[src/rtl/coarse_gain_autorange_ctrl.sv]
// Autoranging controller for the coarse gain/limiter stage: measures per-window saturation and
// headroom at the current gain and steps log2_gain up or down one octave between windows.
module coarse_gain_autorange_ctrl #(
    parameter int INPUT_WIDTH     = 16,
    parameter int MAX_LOG2_GAIN   = 3,
    parameter int WIDTH_LOG2_GAIN = 2,
    parameter int WINDOW_WIDTH    = 16,
    parameter int SETTLE_CYCLES   = 4
) (
    input  logic                       clk_i,
    input  logic                       rst_ni,
    input  logic                       enable_i,
    input  logic [WIDTH_LOG2_GAIN-1:0] manual_gain_i,
    input  logic [WINDOW_WIDTH-1:0]    window_len_i,
    input  logic [WINDOW_WIDTH-1:0]    sat_limit_i,
    input  logic [INPUT_WIDTH-1:0]     data_i,
    input  logic                       valid_i,
    output logic [WIDTH_LOG2_GAIN-1:0] log2_gain_o,
    output logic                       gain_update_o,
    output logic [WINDOW_WIDTH-1:0]    sat_count_o,
    output logic [1:0]                 state_o
);

    typedef enum logic [1:0] {
        ST_IDLE    = 2'd0,
        ST_MEASURE = 2'd1,
        ST_DECIDE  = 2'd2,
        ST_SETTLE  = 2'd3
    } state_e;

    localparam int SETTLE_W = (SETTLE_CYCLES > 1) ? $clog2(SETTLE_CYCLES) : 1;
    localparam logic [SETTLE_W-1:0] SETTLE_LAST = SETTLE_W'(SETTLE_CYCLES - 1);
    localparam logic [WIDTH_LOG2_GAIN-1:0] GAIN_MAX = WIDTH_LOG2_GAIN'(MAX_LOG2_GAIN);

    state_e                     state_q, state_d;
    logic [WIDTH_LOG2_GAIN-1:0] gain_q, gain_d;
    logic                       update_q, update_d;
    logic [WINDOW_WIDTH-1:0]    sat_out_q, sat_out_d;
    logic [WINDOW_WIDTH-1:0]    len_q, len_d;
    logic [WINDOW_WIDTH-1:0]    samp_cnt_q, samp_cnt_d;
    logic [WINDOW_WIDTH-1:0]    sat_cnt_q, sat_cnt_d;
    logic [WINDOW_WIDTH-1:0]    small_cnt_q, small_cnt_d;
    logic [SETTLE_W-1:0]        settle_q, settle_d;

    logic                       sample_sat;
    logic                       sample_small;
    logic                       clear_cnt;
    logic [WIDTH_LOG2_GAIN-1:0] manual_clamped;
    logic [WINDOW_WIDTH-1:0]    len_start;
    logic                       unused_data;

    // Only the top MAX_LOG2_GAIN+2 bits decide sat/small; the rest are folded here.
    assign unused_data = ^data_i;

    function automatic logic [WINDOW_WIDTH-1:0] sat_inc(input logic [WINDOW_WIDTH-1:0] v);
        return (v == '1) ? v : v + WINDOW_WIDTH'(1);
    endfunction

    assign manual_clamped = (int'(manual_gain_i) > MAX_LOG2_GAIN) ? GAIN_MAX : manual_gain_i;
    assign len_start      = (window_len_i == '0) ? WINDOW_WIDTH'(1) : window_len_i;

    // A sample saturates when any of the g bits shifted out differ from the sign; it is small
    // when one more shift would still keep every dropped bit equal to the sign.
    always_comb begin
        sample_sat   = 1'b0;
        sample_small = (gain_q != GAIN_MAX);
        for (int i = 1; i <= MAX_LOG2_GAIN + 1; i++) begin
            if (data_i[INPUT_WIDTH-1-i] != data_i[INPUT_WIDTH-1]) begin
                if (i <= int'(gain_q))     sample_sat   = 1'b0 | 1'b1;
                if (i <= int'(gain_q) + 1) sample_small = 1'b0;
            end
        end
    end

    // NOTE: every combinational output gets a default first so no path infers a latch.
    always_comb begin
        state_d     = state_q;
        gain_d      = gain_q;
        sat_out_d   = sat_out_q;
        len_d       = len_q;
        samp_cnt_d  = samp_cnt_q;
        sat_cnt_d   = sat_cnt_q;
        small_cnt_d = small_cnt_q;
        settle_d    = settle_q;
        clear_cnt   = 1'b0;

        if (!enable_i) begin
            state_d   = ST_IDLE;
            gain_d    = manual_clamped;
            clear_cnt = 1'b1;
        end else begin
            unique case (state_q)
                ST_IDLE: begin
                    gain_d    = manual_clamped;
                    state_d   = ST_MEASURE;
                    len_d     = len_start;
                    clear_cnt = 1'b1;
                end
                ST_MEASURE: begin
                    if (valid_i) begin
                        samp_cnt_d = sat_inc(samp_cnt_q);
                        if (sample_sat)   sat_cnt_d   = sat_inc(sat_cnt_q);
                        if (sample_small) small_cnt_d = sat_inc(small_cnt_q);
                        if (samp_cnt_d == len_q) state_d = ST_DECIDE;
                    end
                end
                ST_DECIDE: begin
                    sat_out_d = sat_cnt_q;
                    clear_cnt = 1'b1;
                    if (sat_cnt_q > sat_limit_i && gain_q != '0) begin
                        gain_d  = gain_q - WIDTH_LOG2_GAIN'(1);
                        state_d = ST_SETTLE;
                    end else if (small_cnt_q == len_q && gain_q != GAIN_MAX) begin
                        gain_d  = gain_q + WIDTH_LOG2_GAIN'(1);
                        state_d = ST_SETTLE;
                    end else begin
                        state_d = ST_MEASURE;
                        len_d   = len_start;
                    end
                end
                ST_SETTLE: begin
                    if (settle_q == SETTLE_LAST) begin
                        state_d   = ST_MEASURE;
                        len_d     = len_start;
                        clear_cnt = 1'b1;
                    end else begin
                        settle_d = settle_q + SETTLE_W'(1);
                    end
                end
            endcase
        end

        if (clear_cnt) begin
            samp_cnt_d  = '0;
            sat_cnt_d   = '0;
            small_cnt_d = '0;
            settle_d    = '0;
        end
    end

    assign update_d = (gain_d != gain_q);

    // NOTE: state registers use non-blocking assignments so all of them update together.
    always_ff @(posedge clk_i or negedge rst_ni) begin
        if (!rst_ni) begin
            state_q     <= ST_IDLE;
            gain_q      <= '0;
            update_q    <= 1'b0;
            sat_out_q   <= '0;
            len_q       <= '0;
            samp_cnt_q  <= '0;
            sat_cnt_q   <= '0;
            small_cnt_q <= '0;
            settle_q    <= '0;
        end else begin
            state_q     <= state_d;
            gain_q      <= gain_d;
            update_q    <= update_d;
            sat_out_q   <= sat_out_d;
            len_q       <= len_d;
            samp_cnt_q  <= samp_cnt_d;
            sat_cnt_q   <= sat_cnt_d;
            small_cnt_q <= small_cnt_d;
            settle_q    <= settle_d;
        end
    end

    assign log2_gain_o   = gain_q;
    assign gain_update_o = update_q;
    assign sat_count_o   = sat_out_q;
    assign state_o       = state_q;

endmodule

[config.mk]
export PLATFORM = sky130hd
export DESIGN_NAME = coarse_gain_autorange_ctrl
export DESIGN_NICKNAME = d
export VERILOG_FILES = /design/src/rtl/coarse_gain_autorange_ctrl.sv
export SDC_FILE = /design/constraint.sdc
export NUM_CORES = 1
export LEC_CHECK = 0
export CORE_UTILIZATION = 55
export CTS_CLUSTER_DIAMETER = 40
export DETAILED_ROUTE_END_ITERATION = 10
export DONT_BUFFER_PORTS = 1
export PLACE_DENSITY = 0.7
export SLEW_MARGIN = 20
export SYNTH_ARGS = -nofsm -noshare
export SYNTH_HDL_FRONTEND = slang
export SYNTH_SLANG_ARGS = --single-unit
[constraint.sdc]
create_clock -name clk_i -period 3.1 [get_ports clk_i]
set_input_delay 0.775 -clock clk_i [delete_from_list [all_inputs] [get_ports clk_i]]
set_output_delay 0.775 -clock clk_i [all_outputs]
set_load 0.03 [all_outputs]
==> out/qor.yml <==
outcome: "finished clean"
drive_above_1_share: 0.151
finalHoldViolCount: 0
vdd_drop_max_v: 0.000254
rsz0062_at_grt: "no"
max_stage_delay_ns: 0.45
dieArea_mm2: 0.0105
die_width_um: 103
post-route-min-period_ns: 2.92
cts_made_buffers: 9
fin_cells: 755
wl_per_cell_um: 18.3
syn_area_mm2: 0.00557
crit_arrival_ns: 3.17
gp_congestion: 0.922
reg2reg_from: "sat_cnt_q[10]$_DFFE_PN0P_"
dp_hpwl_um: 10300
synth_simple_gate_area_share: 0.212
cp_top_family: "simple AND/OR/NAND/NOR gates"
firstDrtPassIters: 6
timing.rr.end: "gain_update_o$_DFF_PN0_"
grt_util_all_layers: 0.282
tritoncts: "yes"
io_pins: 75
switching_power_uw: 746
synth_edf_count: 0
r2r_slack_ns: 0.18
stdcell_area_mm2: 0.00607
grt_overflow: 0
final-setup-viol-count: 0
met1_usage: 0.388
grt-busiest-layer: "met2"
vias: 4654
drv_slew: 0
dp_slack_ns: -0.311
p_seq_frac: 0.533
worst-path-max-fanout: 6
yosysWarnings: 0
n_antenna_cell: 0
hold_class: "input pin to asynchronous set/reset pin"
grtUsageMet2: 0.450
ys.flop_type: "dfrtp_1"
period_share: 0.943
tightest_slew_ns: 0.618
synth.area.mux_share: 0.0755
slowest_stage: "dfrtp_1"
grt.met3_usage: 0.0603
yosysTopAreaCell: "dfrtp_1"
grt_max_degree: 88
synth_top_family_by_area: "simple AND/OR/NAND/NOR gates"
portBuffers: 0
ctsHoldBuffers: 0
final_core_util: 0.621
internal_power_mw: 1.71
core_area_mm2: 0.00977
setup_slack_ns: 0.178
synthAdderAreaFrac: 0.0629
antenna_found_initial: 0
synth-xor-area-share: 0.102
cts_root_buffer: "clkbuf_8"
p_per_area_mw_per_mm2: 405
synth_compound_area_frac: 0.121
start_util: 0.569
seq_area_frac_synth: 0.391
clock.fmax_mhz: 342
crit_buf_inv: 0
grt_first_pass_wirelength_um: 22400
cp.required_ns: 3.35
cp-start-kind: "flip-flop"
clkPwrFrac: 0.310
relSlewSlack: 0.588
cap_violations: 0
synth_top_area_share: 0.391
post-cts-setup-buffers: 0
dr.first_iter.drc_count: 289
crit_path_end_kind: "flip-flop"
syn2layout_area_growth_pct: 9.15
path_depth: 9
switching_share: 0.304
syn_area_per_cell_um2: 9.34
syn-instance-count: 596
p_leak_nw: 2.77
r2r_cells: 9
clk_latency_ns: 0.36
ant_nets: 0
synthTopCellsByArea: "dfrtp_1, xor2_1, mux2_2, ha_1, nor2_1"
chipHeight_um: 103
clock_path_buffers: 2
syn_nets: 678
crit_type: "flip-flop to flip-flop"
place_area_mm2: 0.00587
grt_pass1_vias: 4459
place_inst: 739
via_per_inst: 6.16
synth-seq-cells: 87
fill_cells: 869
cts_resized: 0
routed_wl_um: 13800
async_flop_share: 1.00
p_comb_frac: 0.157
htreeDepth: 3
drc: 0
path_clk_slew_ns: 0.09
fin_nets: 699
clock_skew_ns: 0.00852
row_count: 36
path_cells: "ha_1, nand4_1, nor4_2, a21bo_2, o211a_1, or2_2, mux2_2, o221ai_1, a211o_1"
yosysUniqueCellTypes: 65
cts_sinks: 87
worst reg2reg max path, stage by stage (launching register included):
cell and delay, ns:
dfrtp_1 0.45, ha_1 0.33, nand4_1 0.18, nor4_2 0.40
a21bo_2 0.28, o211a_1 0.15, or2_2 0.34, mux2_2 0.23
o221ai_1 0.11, a211o_1 0.35
layer usage:
layer	up-vias	wire (um)	share of wire
met5	-	0	0
met4	0	232	0.017
met3	21	912	0.066
met2	155	6560	0.47
met1	2292	6130	0.44
li1	2186	-	-
cell usage after synthesis, types with 2 or more instances:
cell type and count:
dfrtp_1 87, nor2_1 61, nand2_1 45, xor2_1 44, nand3_1 33, mux2_2 32, a21oi_1 29, inv_1 29
ha_1 28, o21ai_0 23, xnor2_1 21, nand4_1 17, clkbuf_1 14, and3_1 11, nor3_1 10, nor4_1 8
and2_1 7, mux2i_1 6, a21o_1 5, and4_1 5, nand2b_1 5, o211ai_1 5, a211oi_1 4, o221ai_1 4
or2_2 4, or3_1 4, a22o_1 3, a31oi_1 3, nor2b_1 3, or4_1 3, a2111oi_0 2, a211o_1 2
a21bo_2 2, a32oi_1 2, buf_2 2, nor4_2 2, o21a_1 2, o22ai_1 2
area by class of cell:
cell class	count	area [um^2]	area share
inverter	29	109	0.0179
sequential	87	2180	0.358
clock inverter	4	30.0	0.00494
tap	133	166	0.0274
clock buffer	12	155	0.0255
timing repair buffer	29	218	0.0358
multi-input combinational	461	3220	0.530
flip-flops by register name (all words and copies together), names as in the netlist:
name and flops:
gain_update_o 1, len_q 16, log2_gain_o 2, samp_cnt_q 16, sat_cnt_q 16, sat_count_o 16
settle_q 2, small_cnt_q 16, state_o 2
power groups by stage:
stage	Clock, mW	Combinational [mW]	Sequential (mW)
final	0.761	0.386	1.31
after global routing	0.819	0.430	1.32
after CTS	0.776	0.384	1.31
after detailed placement	0	0.381	1.33
after global placement	0	0.368	1.33
after floorplan	0	0.299	1.29
stage by stage:
step | power [mW] | hold slack (ns) | setup TNS [ns]
final | 2.46 | 0.0971 | 0
after CTS | 2.47 | 0.0785 | 0
after floorplan | 1.59 | 0.479 | 0
after global routing | 2.57 | 0.0696 | 0
after global placement | 1.69 | 0.481 | -3.78
after detailed placement | 1.71 | 0.481 | -4.89
worst max path at each step:
| stage | from | to | slack, ns |
|---|---|---|---|
| 6_report | sat_cnt_q[10]$_DFFE_PN0P_ | gain_update_o$_DFF_PN0_ | 0.18 |
| 5_1_grt | sat_cnt_q[11]$_DFFE_PN0P_ | gain_update_o$_DFF_PN0_ | 0.02 |
| 4_1_cts | sat_cnt_q[10]$_DFFE_PN0P_ | len_q[3]$_DFFE_PN0P_ | 0.006 |
| 3_5_place_dp | sat_limit_i[10] | len_q[8]$_DFFE_PN0P_ | -0.31 |
| 3_3_place_gp | sat_limit_i[11] | len_q[11]$_DFFE_PN0P_ | -0.24 |
| 2_1_floorplan | sat_limit_i[13] | len_q[10]$_DFFE_PN0P_ | 0.06 |
cell usage in the layout, fill, tap and decap left out, types with 6 or more instances in the layout:
master and count:
a21oi_1 27, and2_1 7, and3_1 11, buf_4 29, clkbuf_8 11, dfrtp_1 87
ha_1 28, inv_1 29, mux2_2 32, mux2i_1 6, nand2_1 45, nand3_1 33
nand4_1 17, nor2_1 61, nor3_1 10, nor4_1 7, o21ai_0 23, xnor2_1 21
xor2_1 44
cells by family after synthesis:
kind of cell    Yosys count
mux                      38
simple gates            228
buf+inv                  48
compound gates          102
flops                    87
fa+ha+maj                28
xor+xnor                 65
Note: power is estimated with default switching activity, not from simulation.
